--- src/rtl/cpu_host_loader_pkg.sv ---
// Shared opcodes, FSM states and limits for the host-side loader of the CPU's
// external instruction/data memory ports.
package cpu_host_loader_pkg;

   typedef enum logic [2:0] {
      OP_NOP       = 3'd0,
      OP_IMEM_WR   = 3'd1,
      OP_DMEM_WR   = 3'd2,
      OP_IMEM_RD   = 3'd3,
      OP_DMEM_RD   = 3'd4,
      OP_RUN       = 3'd5,
      OP_HALT      = 3'd6,
      OP_RD_CYCLES = 3'd7
   } opcode_e;

   typedef enum logic [2:0] {
      S_IDLE,
      S_WRITE,
      S_READ,
      S_WAIT,
      S_RESP
   } state_e;

   typedef enum logic [1:0] {
      SRC_IMEM,
      SRC_DMEM,
      SRC_CNT
   } rsp_src_e;

   localparam int RD_LAT_MAX = 4;

   // Memory commands are the ones that must stall while the core owns the SRAMs.
   function automatic logic is_mem_op(input opcode_e op);
      return op inside {OP_IMEM_WR, OP_DMEM_WR, OP_IMEM_RD, OP_DMEM_RD};
   endfunction

endpackage

--- src/rtl/cpu_host_loader.sv ---
// Host command initiator for the CPU ext memory ports and enable line.
// Optional run-cycle counter (RD_CYCLES) enabled by defining HOST_RUN_CYCLE_CNT_EN.
module cpu_host_loader
   import cpu_host_loader_pkg::*;
#(
   parameter int ADDR_W = 64,
   parameter int RD_LAT = 1
) (
   input  logic              clk,
   input  logic              arst,
   input  logic              cmd_valid,
   output logic              cmd_ready,
   input  logic [2:0]        cmd_op,
   input  logic [ADDR_W-1:0] cmd_addr,
   input  logic [63:0]       cmd_data,
   output logic              rsp_valid,
   input  logic              rsp_ready,
   output logic [63:0]       rsp_data,
   output logic              cpu_enable,
   output logic [ADDR_W-1:0] imem_addr,
   output logic              imem_wen,
   output logic              imem_ren,
   output logic [31:0]       imem_wdata,
   input  logic [31:0]       imem_rdata,
   output logic [ADDR_W-1:0] dmem_addr,
   output logic              dmem_wen,
   output logic              dmem_ren,
   output logic [63:0]       dmem_wdata,
   input  logic [63:0]       dmem_rdata
);

   localparam int WAIT_W = $clog2(RD_LAT_MAX);
   localparam logic [WAIT_W-1:0] WAIT_INIT = (RD_LAT > 1) ? WAIT_W'(RD_LAT - 2) : '0;

   state_e              state_q, state_d;
   rsp_src_e            src_q, src_d;
   logic [WAIT_W-1:0]   wait_q, wait_d;
   logic                cpu_enable_q, cpu_enable_d;
   logic [ADDR_W-1:0]   imem_addr_q, imem_addr_d;
   logic [ADDR_W-1:0]   dmem_addr_q, dmem_addr_d;
   logic [31:0]         imem_wdata_q, imem_wdata_d;
   logic [63:0]         dmem_wdata_q, dmem_wdata_d;
   logic                imem_wen_q, imem_wen_d;
   logic                imem_ren_q, imem_ren_d;
   logic                dmem_wen_q, dmem_wen_d;
   logic                dmem_ren_q, dmem_ren_d;
   logic                rsp_valid_q, rsp_valid_d;
   logic [63:0]         rsp_data_q, rsp_data_d;
   logic [63:0]         cnt_value;

   opcode_e op;
   logic    accept;

   assign op        = opcode_e'(cmd_op);
   // Memory ops are refused while the core runs; HALT is always accepted so the stall resolves.
   assign cmd_ready = ~arst & (state_q == S_IDLE) & (~cpu_enable_q | ~is_mem_op(op));
   assign accept    = cmd_valid & cmd_ready;

`ifdef HOST_RUN_CYCLE_CNT_EN
   logic [63:0] cycles_q, cycles_d;

   always_comb begin
      cycles_d = cycles_q;
      if (accept && (op == OP_RUN) && !cpu_enable_q) begin
         cycles_d = '0;
      end else if (cpu_enable_q) begin
         cycles_d = cycles_q + 64'd1;
      end
   end

   always_ff @(posedge clk or posedge arst) begin
      if (arst) begin
         cycles_q <= '0;
      end else begin
         cycles_q <= cycles_d;
      end
   end

   assign cnt_value = cycles_q;
`else
   assign cnt_value = '0;
`endif

   always_comb begin
      state_d      = state_q;
      src_d        = src_q;
      wait_d       = wait_q;
      cpu_enable_d = cpu_enable_q;
      imem_addr_d  = imem_addr_q;
      dmem_addr_d  = dmem_addr_q;
      imem_wdata_d = imem_wdata_q;
      dmem_wdata_d = dmem_wdata_q;
      imem_wen_d   = 1'b0;
      imem_ren_d   = 1'b0;
      dmem_wen_d   = 1'b0;
      dmem_ren_d   = 1'b0;
      rsp_valid_d  = rsp_valid_q;
      rsp_data_d   = rsp_data_q;

      case (state_q)
         S_IDLE: begin
            if (accept) begin
               case (op)
                  OP_IMEM_WR: begin
                     imem_addr_d  = cmd_addr;
                     imem_wdata_d = cmd_data[31:0];
                     imem_wen_d   = 1'b1;
                     state_d      = S_WRITE;
                  end
                  OP_DMEM_WR: begin
                     dmem_addr_d  = cmd_addr;
                     dmem_wdata_d = cmd_data;
                     dmem_wen_d   = 1'b1;
                     state_d      = S_WRITE;
                  end
                  OP_IMEM_RD: begin
                     imem_addr_d = cmd_addr;
                     imem_ren_d  = 1'b1;
                     src_d       = SRC_IMEM;
                     state_d     = S_READ;
                  end
                  OP_DMEM_RD: begin
                     dmem_addr_d = cmd_addr;
                     dmem_ren_d  = 1'b1;
                     src_d       = SRC_DMEM;
                     state_d     = S_READ;
                  end
                  OP_RUN:  cpu_enable_d = 1'b1;
                  OP_HALT: cpu_enable_d = 1'b0;
`ifdef HOST_RUN_CYCLE_CNT_EN
                  OP_RD_CYCLES: begin
                     src_d   = SRC_CNT;
                     state_d = S_RESP;
                  end
`endif
                  default: ;
               endcase
            end
         end
         S_WRITE: state_d = S_IDLE;
         S_READ: begin
            if (RD_LAT > 1) begin
               wait_d  = WAIT_INIT;
               state_d = S_WAIT;
            end else begin
               state_d = S_RESP;
            end
         end
         S_WAIT: begin
            if (wait_q == '0) begin
               state_d = S_RESP;
            end else begin
               wait_d = wait_q - WAIT_W'(1);
            end
         end
         // First S_RESP cycle is the one where read data is valid; capture it, then hold.
         S_RESP: begin
            if (!rsp_valid_q) begin
               rsp_valid_d = 1'b1;
               case (src_q)
                  SRC_IMEM: rsp_data_d = {32'd0, imem_rdata};
                  SRC_DMEM: rsp_data_d = dmem_rdata;
                  default:  rsp_data_d = cnt_value;
               endcase
            end else if (rsp_ready) begin
               rsp_valid_d = 1'b0;
               state_d     = S_IDLE;
            end
         end
         default: state_d = S_IDLE;
      endcase
   end

   always_ff @(posedge clk or posedge arst) begin
      if (arst) begin
         state_q      <= S_IDLE;
         src_q        <= SRC_IMEM;
         wait_q       <= '0;
         cpu_enable_q <= 1'b0;
         imem_addr_q  <= '0;
         dmem_addr_q  <= '0;
         imem_wdata_q <= '0;
         dmem_wdata_q <= '0;
         imem_wen_q   <= 1'b0;
         imem_ren_q   <= 1'b0;
         dmem_wen_q   <= 1'b0;
         dmem_ren_q   <= 1'b0;
         rsp_valid_q  <= 1'b0;
         rsp_data_q   <= '0;
      end else begin
         state_q      <= state_d;
         src_q        <= src_d;
         wait_q       <= wait_d;
         cpu_enable_q <= cpu_enable_d;
         imem_addr_q  <= imem_addr_d;
         dmem_addr_q  <= dmem_addr_d;
         imem_wdata_q <= imem_wdata_d;
         dmem_wdata_q <= dmem_wdata_d;
         imem_wen_q   <= imem_wen_d;
         imem_ren_q   <= imem_ren_d;
         dmem_wen_q   <= dmem_wen_d;
         dmem_ren_q   <= dmem_ren_d;
         rsp_valid_q  <= rsp_valid_d;
         rsp_data_q   <= rsp_data_d;
      end
   end

   assign cpu_enable = cpu_enable_q;
   assign imem_addr  = imem_addr_q;
   assign imem_wen   = imem_wen_q;
   assign imem_ren   = imem_ren_q;
   assign imem_wdata = imem_wdata_q;
   assign dmem_addr  = dmem_addr_q;
   assign dmem_wen   = dmem_wen_q;
   assign dmem_ren   = dmem_ren_q;
   assign dmem_wdata = dmem_wdata_q;
   assign rsp_valid  = rsp_valid_q;
   assign rsp_data   = rsp_data_q;

endmodule

--- config.mk ---
export PLATFORM = sky130hd
export DESIGN_NAME = cpu_host_loader
export DESIGN_NICKNAME = d
export VERILOG_FILES = /design/src/rtl/cpu_host_loader_pkg.sv /design/src/rtl/cpu_host_loader.sv
export SDC_FILE = /design/constraint.sdc
export NUM_CORES = 1
export LEC_CHECK = 0
export ABC_AREA = 0
export CAP_MARGIN = 25
export CORE_AREA = 2 2 207 209
export CTS_CLUSTER_DIAMETER = 100
export DETAILED_ROUTE_END_ITERATION = 8
export DIE_AREA = 0 0 209 211
export DONT_BUFFER_PORTS = 1
export SLEW_MARGIN = 20
export SYNTH_ARGS = -nofsm -noshare
export SYNTH_HDL_FRONTEND = slang
export SYNTH_SLANG_ARGS = --single-unit
--- constraint.sdc ---
create_clock -name clk -period 24.5 [get_ports clk]
set_input_delay 1.225 -clock clk [delete_from_list [all_inputs] [get_ports clk]]
set_output_delay 1.225 -clock clk [all_outputs]
set_load 0.005 [all_outputs]
After elaboration in Yosys (flattened, before gate mapping). Index checks and enable logic that the tools add are counted.

Register bits after elaboration: 301. Bits in latches: 0. RAM bits: 0. Bits in read-only memories: 0. Input bits: 231. Output and inout bits: 295. Word-level logic and storage cells: 81. Memories: 0.

Add/subtract/negate cells: 1. $mul: 0. Divide/modulo/power cells: 0. Order comparisons: 0. Eq/ne operators: 15. Shift operators: 0. Muxes and demuxes: 23. Bitwise operators: 9. Reductions and logical operators: 19.

Operator list (count): $pmux 64 s2 (1); $reduce_and 3->1 (6); $mux 1 (14); $eq 3x2->1 const B (4); $eq 3x3->1 const B (4); $mux 3 (4); $pmux 3 s4 (1); $ne 2x2->1 const B (4); $reduce_or 2->1 (4); $pmux 3 s2 (1); $not 1->1 (5); $reduce_and 5->1 (1); $logic_not 2->1 (2); $pmux 2 s2 (1); $reduce_and 2->1 (2); $reduce_bool 2->1 (2); $reduce_bool 4->1 (1); $and 1x1->1 (3); $eq 3x1->1 const B (1); $logic_not 3->1 (1); $ne 3x3->1 const B (1); $eq 2x1->1 const B (1); $pmux 1 s2 (1); $sub 2x1->2 const B (1); $or 1x1->1 (1).

Longest topological paths before layout.
Word-level depth: 8. Depth in mapped cells: 6. Mapped depth without buffers: 5.

Worst setup path before layout. No wires, ideal clock.

Path type: in2out. Start point: input cmd_op[2]. End point: output cmd_ready. Arrival: 2.092 ns. Setup slack: 21.183 ns. Stages on the path: 4. Cells stage by stage: clkbuf_1 -> or3b_2 -> nand2_1 -> a21oi_1.

Cells in the longest elaborated chain, start to end: 5. Elaborated cells on any way between the ends: 8. Classes of those cells: eq/ne: 4; bitwise: 3; reduce/logical: 1.

RTL lines: start: declaration (RTL line cpu_host_loader.sv:13) `input logic [2:0] cmd_op,`; $eq 3x1->1 (tied with other cells) (RTL line cpu_host_loader_pkg.sv:34) `return op inside {OP_IMEM_WR, OP_DMEM_WR, OP_IMEM_RD, OP_DMEM_RD};`; $reduce_bool 4->1 * (RTL line cpu_host_loader_pkg.sv:34); $not 1->1 * (RTL line cpu_host_loader.sv:56) `assign cmd_ready = ~arst & (state_q == S_IDLE) & (~cpu_enable_q | ~is_mem_op(op));`; $or 1x1->1 * (RTL line cpu_host_loader.sv:56); $and 1x1->1 * (RTL line cpu_host_loader.sv:56); end: declaration (RTL line cpu_host_loader.sv:12) `output logic cmd_ready,`.

Mark *: on every way between the ends. The rest lies on a longest branch, timed or not.

Final worst setup path.
Start point: input arst. End point: output cmd_ready.

Cells in the longest elaborated chain, start to end: 3.

RTL lines: start: declaration (RTL line cpu_host_loader.sv:10) `input logic arst,`; $not 1->1 (RTL line cpu_host_loader.sv:56); $and 1x1->1 (2 in a row) (RTL line cpu_host_loader.sv:56).

Every way passes these cells.

==> impl_metrics.ini <==
[run_status]
status = complete, no violations

[cts]
path_clk_slew_ns = 0.06
clock-sinks = 300
clk_latency_ns = 0.56
cts.path.max_buffers = 3
cts_hold_buf = 0
numCtsBuffers = 31
cts_setup_buffers = 0
h-tree-depth = 1
cts_resized = 0
cts_tree = yes
cts_root_buffer = clkbuf_16

[final_layout]
ff_latch_area_um2 = 7508
area_growth_pct = 12.47
multi_input_area_um2 = 4031
layout.nets = 1043
fin_util_pct = 31.76
final_layout_size_suffix_gt1_share_pct = 34.62
diodes = 0
fillCellCount = 4078

[floorplan]
die_area_um2 = 44100
die_w_um = 209
start_util_pct = 28.24
core-area_um2 = 41760
rows = 75
io-pin-count = 526
die_h_um = 211

[worst_setup_path]
cp_data_required_time_ns = 23.27
path_buf_inv = 0
crit_path_end_kind = output pin
crit_type = in2out
arrival_ns = 2.08
cp_top_family = simple AND/OR/NAND/NOR gates
cp-start-kind = input pin
crit_chain = or4_1 > a21oi_1
cp_slowest_cell = or4_1
cp_slowest_stage_delay_ns = 0.54
cp_max_fo = 6

[placed_design]
gp_congestion = 0.7946
io_buffer_count = 0
hpwl_um = 19600

[logic_synthesis]
syn_avg_cell_area_um2 = 14.44
synthArstFlopShare_pct = 100.0
synth_edf_count = 0
ys_seq_area_share_pct = 63.65
ys_warn_count = 0
netlist_instances = 817
yosysUniqueCellTypes = 38
synthesis.nets = 1049
synth_ff_type = dfrtp_1
ys_ff_latch = 300
syn-cell-area_um2 = 11790

[route]
antenna_left = 0
wl_per_cell_um = 19.76
drt_iter0_markers = 385
vias = 6367
drtPass1Iterations = 4
viasPerCell = 4.644
drt_wl_total_um = 27090
route.detailed.drc = 0

[timing]
tightest_slew_ns = 0.9777
rsz0062_at_grt = false
finalCritPeriodShare_pct = 13.50
fin_crit_ns = 3.308
timing_hold_violations_final = 0
maxSlewViolCount = 0
fin_tns_setup_ns = 0
maxSlewHeadroom_pct = 34.82
setup_viol = 0
max_freq_mhz = 302.3
fin_worst_skew_ns = 0.008586

[grt]
grt_pass1_vias = 6605
grt_max_degree = 100
grt_overflow_total = 0
grt_pass1_wl_um = 40990
track_usage_pct = 11.75
antenna_found_initial = 0

[pwr]
leakage_uw = 0.006307
p_per_area_nw_per_um2 = 115.5
vdd_drop_max_mv = 0.05445

[run]
cap_violations = 0

[hold_path]
hold_class = reg2reg
==> state kept, by name, indices dropped and copies added (netlist names), 2 cells and up <==
name,flops
dmem_addr,64
dmem_wdata,64
imem_addr,64
imem_wdata,32
rsp_data,64
state_q,3
wait_q,2
==> cells in the final DEF (no fill, tap or decap), types with 2 or more instances in the layout <==
master,count
nor3_1,2
clkbuf_16,31
dfrtp_1,299
o21ai_0,34
nor2b_1,2
nand3_1,33
buf_4,10
clkinv_2,6
mux2_4,49
nor4_1,2
clkbuf_1,8
inv_1,5
or3_1,2
xnor2_1,2
nand4_1,2
nor2_1,3
clkbuf_8,6
inv_6,2
nand2b_1,2
mux2i_1,32
nand2_1,102
a21oi_1,2
mux2_2,175
==> synthesized netlist by cell type, types with 3 or more instances <==
cell type	n	area share (%)
dfrtp_1	300	64
o21ai_0	34	1.4
mux2_4	49	6.2
nand3_1	33	1.4
mux2_2	175	17
buf_1	3	0.095
inv_1	6	0.19
buf_6	6	0.57
nor2_1	3	0.095
mux2i_1	32	2.7
nand2_1	102	3.2
buf_2	10	0.42
clkbuf_1	30	0.95
==> report_power, final <==
| group | switching, µW | leakage [µW] | internal (µW) |
|---|---|---|---|
| Clock | 186 | 0.000471 | 250 |
| Sequential | 169 | 0.00367 | 690 |
| Combinational | 90.4 | 0.00216 | 146 |
==> per-layer routing <==
metal	wire (µm)	global-route usage, %	vias up
li1	-	-	2830
met2	13260	19.64	325
met5	0	0	-
met3	3035	5.204	32
met1	10120	13.66	3180
met4	674	3.374	0
==> final timing paths <==
kind	from	endpoint	slack [ns]	cells past startpoint
max	arst	cmd_ready	21.19	2
max in group asynchronous	arst	dmem_wdata[46]	21.75	3
min	rsp_data[41]	rsp_data[41]	0.50	2
max reg2reg	state_q[1]	imem_addr[44]	21.92	4
min reg2reg	rsp_data[41]	rsp_data[41]	0.50	2
min in group asynchronous	arst	state_q[2]	0.61	1
==> cells by family after synthesis <==
group                      after synthesis  share of synthesized area [%]
DFF                                    300                          63.65
buffers and inverters                   55                          2.238
xor gates and xnor gates                 3                         0.2228
and+or+nand+nor                        159                          6.100
adders and majority gates                1                         0.1061
muxes                                  256                          25.66
AOI/OAI and AO/OA                       43                          2.016
==> through the flow <==
stage,cell area (µm²),setup WS (ns),instances,hold slack [ns],total power (µW)
floorplan,11790,14.99,817,0.4628,1020
global route,13260,21.14,1371,0.5214,1624
CTS,13260,21.16,1371,0.5020,1557
global placement,12320,21.11,1317,0.4861,1099
detailed placement,12320,21.06,1317,0.4895,1111
finish,13260,21.19,1371,0.5005,1532
==> layout make-up <==
type | count | share of cell area [%]
sequential | 300 | 56.61
multi-input combinational | 462 | 30.39
timing repair buffer | 10 | 0.5660
tap | 539 | 5.084
inverter | 6 | 0.2264
clock buffer | 45 | 6.697
clock inverter | 9 | 0.4245
(Power assumes the default switching activity.)
